### config.mk
export PLATFORM = sky130hd
export DESIGN_NAME = mlp_layer_sequencer
export DESIGN_NICKNAME = d
export VERILOG_FILES = /design/src/rtl/mlp_layer_sequencer.sv
export SDC_FILE = /design/constraint.sdc
export NUM_CORES = 2
export LEC_CHECK = 0
export ABC_AREA = 1
export CAP_MARGIN = 20
export CORE_MARGIN = 1.5
export CORE_UTILIZATION = 50
export CTS_BUF_LIST = sky130_fd_sc_hd__clkbuf_8 sky130_fd_sc_hd__clkbuf_16
export DETAILED_ROUTE_END_ITERATION = 6
export HOLD_SLACK_MARGIN = 0.06
export PLACE_DENSITY = 0.69
export RECOVER_POWER = 100
export SETUP_SLACK_MARGIN = 0.2
export SLEW_MARGIN = 20
export SYNTH_ARGS = -nofsm -noshare
export SYNTH_HDL_FRONTEND = slang
export SYNTH_SLANG_ARGS = --single-unit
### constraint.sdc
create_clock -name clk -period 14.14 [get_ports clk]
set_input_delay 2.828 -clock clk [delete_from_list [all_inputs] [get_ports clk]]
set_output_delay 2.828 -clock clk [all_outputs]
set_load 0.05 [all_outputs]
### src/rtl/mlp_layer_sequencer.sv
// One fully-connected MLP layer: streams activations and weights, accumulates
// dot product plus bias, applies optional ReLU and saturation, writes results back.
module mlp_layer_sequencer #(
   parameter int ADDR_W  = 12,
   parameter int DATA_W  = 16,
   parameter int WADDR_W = 16,
   parameter int ACC_W   = 40
) (
   input  logic                      clk,
   input  logic                      reset,
   input  logic                      start,
   input  logic [ADDR_W-1:0]         cfg_in_base,
   input  logic [ADDR_W-1:0]         cfg_in_count,
   input  logic [ADDR_W-1:0]         cfg_out_base,
   input  logic [ADDR_W-1:0]         cfg_out_count,
   input  logic [WADDR_W-1:0]        cfg_w_base,
   input  logic                      cfg_relu,
   output logic [ADDR_W-1:0]         nm_rd_addr,
   input  logic signed [DATA_W-1:0]  nm_rd_data,
   output logic                      nm_we,
   output logic [ADDR_W-1:0]         nm_wr_addr,
   output logic signed [DATA_W-1:0]  nm_wr_data,
   output logic [WADDR_W-1:0]        w_addr,
   input  logic signed [DATA_W-1:0]  w_data,
   output logic                      busy,
   output logic                      done,
   output logic                      cfg_err
);

   typedef enum logic [2:0] {S_IDLE, S_FETCH, S_DRAIN, S_WRITE, S_DONE} state_t;

   state_t                    state;
   logic [ADDR_W-1:0]         in_base;
   logic [ADDR_W-1:0]         in_count;
   logic [ADDR_W-1:0]         out_base;
   logic [ADDR_W-1:0]         out_count;
   logic                      relu_en;
   logic [ADDR_W-1:0]         idx;
   logic [ADDR_W-1:0]         j;
   logic signed [ACC_W-1:0]   acc;

   logic signed [2*DATA_W-1:0] prod;
   logic signed [ACC_W-1:0]    prod_ext;
   logic signed [ACC_W-1:0]    bias_ext;
   logic signed [ACC_W-1:0]    acc_sum;
   logic [ADDR_W-1:0]          d_io;
   logic [ADDR_W-1:0]          d_oi;
   logic                       cfg_ok;

   function automatic logic signed [ACC_W-1:0] relu_f(input logic signed [ACC_W-1:0] v,
                                                      input logic en);
      return (en && v[ACC_W-1]) ? '0 : v;
   endfunction

   function automatic logic signed [DATA_W-1:0] sat_f(input logic signed [ACC_W-1:0] v);
      if ((&v[ACC_W-1:DATA_W-1]) || !(|v[ACC_W-1:DATA_W-1]))
         return v[DATA_W-1:0];
      else if (v[ACC_W-1])
         return {1'b1, {(DATA_W-1){1'b0}}};
      else
         return {1'b0, {(DATA_W-1){1'b1}}};
   endfunction

   assign prod     = nm_rd_data * w_data;
   assign prod_ext = {{(ACC_W-2*DATA_W){prod[2*DATA_W-1]}}, prod};
   assign bias_ext = {{(ACC_W-DATA_W){w_data[DATA_W-1]}}, w_data};

   // Ranges are disjoint iff each base lies outside the other's span, measured modulo 2^ADDR_W.
   assign d_io   = cfg_out_base - cfg_in_base;
   assign d_oi   = cfg_in_base - cfg_out_base;
   assign cfg_ok = (cfg_in_count != '0) && (cfg_out_count != '0) &&
                   (d_io >= cfg_in_count) && (d_oi >= cfg_out_count);

   // In FETCH index 0 nothing has returned yet; later indices consume the previous product.
   always_comb begin
      acc_sum = acc;
      if (state == S_FETCH && idx != '0)
         acc_sum = acc + prod_ext;
      else if (state == S_DRAIN)
         acc_sum = acc + bias_ext;
   end

   always_ff @(posedge clk) begin
      if (reset) begin
         state      <= S_IDLE;
         in_base    <= '0;
         in_count   <= '0;
         out_base   <= '0;
         out_count  <= '0;
         relu_en    <= 1'b0;
         idx        <= '0;
         j          <= '0;
         acc        <= '0;
         nm_rd_addr <= '0;
         nm_we      <= 1'b0;
         nm_wr_addr <= '0;
         nm_wr_data <= '0;
         w_addr     <= '0;
         busy       <= 1'b0;
         done       <= 1'b0;
         cfg_err    <= 1'b0;
      end else begin
         done    <= 1'b0;
         cfg_err <= 1'b0;
         nm_we   <= 1'b0;
         case (state)
            S_IDLE: begin
               if (start) begin
                  if (cfg_ok) begin
                     in_base    <= cfg_in_base;
                     in_count   <= cfg_in_count;
                     out_base   <= cfg_out_base;
                     out_count  <= cfg_out_count;
                     relu_en    <= cfg_relu;
                     idx        <= '0;
                     j          <= '0;
                     acc        <= '0;
                     nm_rd_addr <= cfg_in_base;
                     w_addr     <= cfg_w_base;
                     busy       <= 1'b1;
                     state      <= S_FETCH;
                  end else begin
                     cfg_err <= 1'b1;
                  end
               end
            end
            S_FETCH: begin
               acc <= acc_sum;
               if (idx == in_count) begin
                  state <= S_DRAIN;
               end else begin
                  idx    <= idx + 1'b1;
                  w_addr <= w_addr + 1'b1;
                  // Bias slot has no activation; the read address is left where it was.
                  if ((idx + 1'b1) != in_count)
                     nm_rd_addr <= nm_rd_addr + 1'b1;
               end
            end
            S_DRAIN: begin
               acc        <= acc_sum;
               nm_we      <= 1'b1;
               nm_wr_addr <= out_base + j;
               nm_wr_data <= sat_f(relu_f(acc_sum, relu_en));
               state      <= S_WRITE;
            end
            S_WRITE: begin
               acc <= '0;
               j   <= j + 1'b1;
               if ((j + 1'b1) == out_count) begin
                  busy  <= 1'b0;
                  done  <= 1'b1;
                  state <= S_DONE;
               end else begin
                  idx        <= '0;
                  nm_rd_addr <= in_base;
                  w_addr     <= w_addr + 1'b1;
                  state      <= S_FETCH;
               end
            end
            S_DONE: begin
               state <= S_IDLE;
            end
            default: begin
               state <= S_IDLE;
            end
         endcase
      end
   end

endmodule

; ---- Word-level counts from Yosys, hierarchy flattened
; Cells that the tools add are included.
[totals]
regBits = 176
latch_bits = 0
ramBits = 0
romBits = 0
inputBits = 100
output_inout_bits = 60
memories = 0
[op_classes]
addsub = 9
mul = 1
div_mod_pow = 0
n_lt_le_gt_ge = 2
n_eq_ne = 13
shifts = 0
muxes = 37
bitwise = 3
reduce_logical = 26
[ops]
columns = cell, n
row1 = $mux 40, 5
row2 = $pmux 40 s3, 1
row3 = $mux 12, 9
row4 = $mux 16, 6
row5 = $pmux 12 s3, 2
row6 = $pmux 16 s3, 1
row7 = $add 40x16->40, 1
row8 = $add 40x32->40, 1
row9 = $add 12x1->12 const B, 3
row10 = $reduce_bool 12->1, 3
row11 = $mul 16x16->32, 1
row12 = $reduce_and 25->1, 1
row13 = $reduce_or 25->1, 1
row14 = $eq 12x12->1, 2
row15 = $ge 12x12->1, 2
row16 = $pmux 12 s2, 1
row17 = $sub 12x12->12, 2
row18 = $add 16x1->16 const B, 1
row19 = $add 12x12->12, 1
row20 = $mux 3, 4
row21 = $ne 12x12->1, 1
row22 = $pmux 3 s4, 1
row23 = $reduce_and 3->1, 4
row24 = $ne 2x2->1 const B, 5
row25 = 17 further kinds, 32

; ---- Logic depth before layout (Yosys ltp)
[logic_depth]
depth_word = 9
depth_mapped = 39

; ---- Least setup slack after synthesis
; OpenSTA, ideal clock, no wires.
[synth_timing]
kind = in2reg
from = in w_data[1]
to = reg nm_wr_data[10]
setup_ps = 67
t_arrival_ps = 9030
path_slack_ps = 5044
path_stages = 32
n_path_buf = 3
cell_sequence = clkbuf_1 -> nand2_1 -> inv_1 -> fa_1 -> fa_1 -> inv_1 -> fa_1 -> fa_1 -> inv_1 -> fa_1 -> inv_1 -> fa_1 -> inv_1 -> ha_1 -> nand2_1 -> nor3_1 -> nand2_1 -> nor2_2 -> nand4_1 -> nand4_1 -> nand3_2 -> nand3_4 -> buf_8 -> nand2_2 -> nor2_1 -> nand2_1 -> nor2_2 -> nand2_2 -> nand2_4 -> buf_12 -> nand2_2 -> a21oi_2
[synth_between]
elab_chain_len = 9
[synth_lines]
columns = element, line_no
row1 = "start, declared", 24  ; input logic signed [DATA_W-1:0] w_data,
row2 = $mul 16x16->32 or $add 40x16->40 (tied branches), "64, 80"
row3 = $add 40x32->40 or $mux 40 (tied branches), "78, 79"
row4 = $mux 40 *, 77  ; if (state == S_FETCH && idx != '0)
row5 = $logic_and 1x1->1, 52  ; return (en && v[ACC_W-1]) ? '0 : v;
row6 = $mux 40 *, 52
row7 = $reduce_or 25->1, 56  ; if ((&v[ACC_W-1:DATA_W-1]) || !(|v[ACC_W-1:DATA_W-1]))
row8 = $logic_not 1->1, 56
row9 = $logic_or 1x1->1, 56
row10 = $mux 16 *, 56
row11 = "end signal, assigned", 143  ; nm_wr_data <= sat_f(relu_f(acc_sum, relu_en));
row12 = "end, declared", 22  ; output logic signed [DATA_W-1:0] nm_wr_data,
; Every way passes the cells marked *; elsewhere a longest branch is shown, timed or not.
; A chain may end at the register's enable or synchronous reset.

; ---- Worst setup path in the final report
[layout_timing]
from = in w_data[15]
to = reg nm_wr_data[9]
; Same word-level chain as after synthesis.

==> parameters.txt <==
Parameter                              Value

Status
  Result of the run ... complete, but fails checks
  Violated checks ... DRC, capacitance limit, slew limit

Global route
  Number of antenna violations at the first check in global routing ... 1
  Number of global-route vias before repair ... roughly 24000
  Global-route wire length before repair ... ~130 mm
  Congestion Overflow GR ... 0
  Largest net degree at the start of global routing ... 74
  Global-route usage over all layers ... between 20 and 30%

Floorplan
  Die ar. ... about 56000 µm²
  Height of the die ... approximately 240 µm
  Core region area ... between 50000 and 60000 µm²
  Core Rows ... 85
  Die X-Extent ... roughly 240 µm
  Effective utilization at floorplan ... approximately half
  Number of top-level pins ... between 150 and 200

Routing
  Detailed router's first-iteration violation count ... roughly 2000
  Number of vias in the routed layout ... 25140
  Vias/cell ... between 5 and 6
  DRC violations left ... 6
  First-pass detailed-route iteration total ... 7
  Final ANT Viol Nets ... 0
  Final Routed Wirelength ... 82.4 mm
  Routed len/inst ... roughly 17 µm

Critical path
  Slowest-stage cell, CP ... sky130_fd_sc_hd__clkbuf_1
  R2R setup slack ... about 7.7 ns
  Type of origin of the critical path ... input port
  Required time at the endpoint of the critical path ... roughly 14 ns
  Cell count of the worst reg-to-reg path ... 21
  Data arrival at the endpoint of the critical path ... between 10 and 15 ns
  Critical setup path kind ... in -> reg
  Category of the worst setup path capture point ... flop
  Startpoint of the worst register-to-register path ... acc[8]
  Endpoint of the most critical register-to-register path ... nm_wr_data[9]
  Cell family with most CP delay ... adder cells
  Worst-path fanout max ... 26
  Count of buffering cells on the critical path with inverters included ... 8
  Biggest cell delay along the critical path ... approximately 1.0 ns

Clock network
  Root buf cell ... sky130_fd_sc_hd__clkbuf_16
  Worst-skew pair later-pin latency ... approximately 0.47 ns
  TritonCTS buffer count ... 17
  # clock sinks ... around 180
  # Post-CTS Setup Buffers ... 0
  # hold bufs at CTS ... 0
  Max Buffers Root-to-Sink ... 2
  Worst-path clk slew ... about 0.07 ns
  Htree depth ... 4
  TritonCTS clock tree ... yes
  Count of instances resized after the clock tree is built ... 0

Finish
  Area added between synthesis and finish ... 9.32%
  NumNets Final ... approximately 4700
  Layout cell share with drive strength beyond 1 ... under 10%
  Fill cells ... about 5400
  Diode count ... 0
  Post-route insts no fill ... around 4700

Timing
  Final setup violation count ... 0
  Transition at the pin with the smallest max-transition slack ... roughly 3.3 ns
  RSZ-0062 raised after global routing ... false
  Worst max-slew margin expressed relative to the limit ... -118%
  Share of the clock period used by the worst path after layout ... 81.5%
  Sum of negative setup slack ... 0 ns
  Max Clock Skew ... 0.0222 ns
  Maximum achievable frequency ... between 80 and 90 MHz
  Final min period ... 11.53 ns
  Endpoints failing hold ... 0
  Max-slew violation total from the final report ... 280

Worst hold path
  Class of the most critical hold timing path ... reg -> reg
  Hold path depth ... 2
  Hold worst-path end ... busy
  Min-Delay Startpoint ... busy

Synth
  Fraction of registers with async set/reset ... 0%
  YS warnings ... 0
  Cell type with the largest total area after synthesis ... sky130_fd_sc_hd__fa_1
  Synth cell types ... 61
  Cell count after synthesis ... ~4000
  Post-synth top flop ... sky130_fd_sc_hd__dfxtp_1
  Count of flip-flops with a built-in enable after synthesis ... 0
  Register area share after synthesis ... about an eighth
  Syn Area/Cell ... 6.91 µm²
  Largest cells by area after synthesis ... sky130_fd_sc_hd__fa_1 (24%), sky130_fd_sc_hd__nand2_1 (13%), sky130_fd_sc_hd__dfxtp_1 (13%)
  Yosys top cell area share ... between 20% and 30%
  Syn nets ... 4611
  Post-Synthesis Cell Area ... about 27000 µm²
  Post-synthesis register bit count ... around 180

Placed design
  Number of buffers added on ports ... between 150 and 200
  Final estimated routing congestion in global placement ... between 0.9 and 1
  Post-DP HPWL ... between 60 and 70 mm
  Inst Count DP ... between 4000 and 5000

Run
  Max_cap viols ... 5
cell usage after synthesis (27+ instances only):
library cell,count
sky130_fd_sc_hd__a21oi_1,296
sky130_fd_sc_hd__clkbuf_1,124
sky130_fd_sc_hd__dfxtp_1,176
sky130_fd_sc_hd__fa_1,334
sky130_fd_sc_hd__ha_1,216
sky130_fd_sc_hd__inv_1,830
sky130_fd_sc_hd__nand2_1,962
sky130_fd_sc_hd__nand2_2,27
sky130_fd_sc_hd__nand3_1,140
sky130_fd_sc_hd__nand4_1,52
sky130_fd_sc_hd__nor2_1,267
sky130_fd_sc_hd__o21ai_0,178
sky130_fd_sc_hd__xnor2_1,45
sky130_fd_sc_hd__xor2_1,63
per-stage QoR:
step	utilization [%]	hold WS (ns)	setup WS, ns	instance area, µm²
finish	55.5	0.457	2.61	29900
global route	55.5	0.475	2.01	29900
CTS	55.6	0.463	3.73	30000
detailed placement	54.5	0.453	3.25	29400
global placement	54.5	0.451	3.39	29400
floorplan	-	0.444	5.04	27400
layout by cell type (no fill, tap or decap), types with 17 or more instances in the layout:
cell type                           n
sky130_fd_sc_hd__fa_1             334
sky130_fd_sc_hd__or2_2             17
sky130_fd_sc_hd__clkdlybuf4s50_1   94
sky130_fd_sc_hd__nand4_1           53
sky130_fd_sc_hd__nand3_1          142
sky130_fd_sc_hd__inv_1            831
sky130_fd_sc_hd__dfxtp_1          176
sky130_fd_sc_hd__nand2_2           28
sky130_fd_sc_hd__nand2_1          961
sky130_fd_sc_hd__ha_1             216
sky130_fd_sc_hd__xor2_1            63
sky130_fd_sc_hd__a21oi_1          304
sky130_fd_sc_hd__dlygate4sd3_1     64
sky130_fd_sc_hd__o21bai_1          20
sky130_fd_sc_hd__o21ai_0          187
sky130_fd_sc_hd__clkbuf_16         17
sky130_fd_sc_hd__nor3_1            25
sky130_fd_sc_hd__xnor2_1           45
sky130_fd_sc_hd__nor2_1           267
worst reg2reg max path, cell delays in order, from the launching register on:
cell and delay [ns]:
sky130_fd_sc_hd__dfxtp_1 0.53, sky130_fd_sc_hd__ha_1 0.32, sky130_fd_sc_hd__fa_1 0.44, sky130_fd_sc_hd__fa_1 0.54, sky130_fd_sc_hd__inv_1 0.05, sky130_fd_sc_hd__fa_1 0.54
sky130_fd_sc_hd__inv_1 0.05, sky130_fd_sc_hd__fa_1 0.51, sky130_fd_sc_hd__ha_1 0.43, sky130_fd_sc_hd__nand2_1 0.16, sky130_fd_sc_hd__nor4_1 0.77, sky130_fd_sc_hd__nand4_1 0.28
sky130_fd_sc_hd__nand4_1 0.19, sky130_fd_sc_hd__nand2_1 0.08, sky130_fd_sc_hd__o21ai_0 0.22, sky130_fd_sc_hd__nand2_1 0.08, sky130_fd_sc_hd__nor3_1 0.26, sky130_fd_sc_hd__nand2_1 0.09
sky130_fd_sc_hd__nand3_1 0.13, sky130_fd_sc_hd__nand2_1 0.07, sky130_fd_sc_hd__inv_1 0.42, sky130_fd_sc_hd__a21oi_1 0.14
layer usage:
layer | vias to the layer above | GRT usage [%] | part of all wire, %
met2 | 776 | 48.1 | 46
met5 | - | 0 | 0.017
met1 | 11979 | 41.4 | 45
met4 | 2 | 8.51 | 2.6
met3 | 113 | 4.07 | 6.4
li1 | 12270 | - | -
state kept, by name (all words and copies together), names as in the netlist:
signal,count
busy,1
relu_en,1
nm_wr_addr,12
out_count,12
w_addr,16
in_count,12
j,12
done,1
in_base,12
acc,40
state,3
out_base,12
cfg_err,1
nm_rd_addr,12
idx,12
nm_wr_data,16
nm_we,1
layout make-up:
cell class                      instances  area (µm²)  area share (%)
Tap cell                              696         871            2.91
Clock buffer                           17         425            1.42
Sequential cell                       176        3520            11.8
Timing Repair Buffer                  182        1730            5.79
Inverter                              846        3180            10.6
Clock inverter                         15         194           0.648
Multi-Input combinational cell       2793       20000            66.8
how the worst max path moves through the flow:
stage,from,end,slack [ns],depth (start not counted)
6_report,w_data[15],nm_wr_data[9],2.61,31
5_1_grt,w_data[15],nm_wr_data[12],2.01,32
4_1_cts,nm_rd_data[15],nm_wr_data[1],3.73,29
3_5_place_dp,nm_rd_data[15],nm_wr_data[0],3.25,29
3_3_place_gp,nm_rd_data[15],nm_wr_data[1],3.39,29
2_1_floorplan,w_data[1],nm_wr_data[10],5.04,32
logic make-up after synthesis:
family,Yosys count,synth area share [%]
AO/OA/AOI/OAI,580,11.5
multiplexers,1,0.0366
flip-flops,176,12.9
XOR/XNOR,109,3.52
AND/OR/NAND/NOR,1553,23.9
buffers and inverters,992,13.9
adder cells (fa/ha/maj),550,34.3
Power is not shown: default switching activity piles up to over one toggle a cycle in this logic, so the estimate is an artifact.
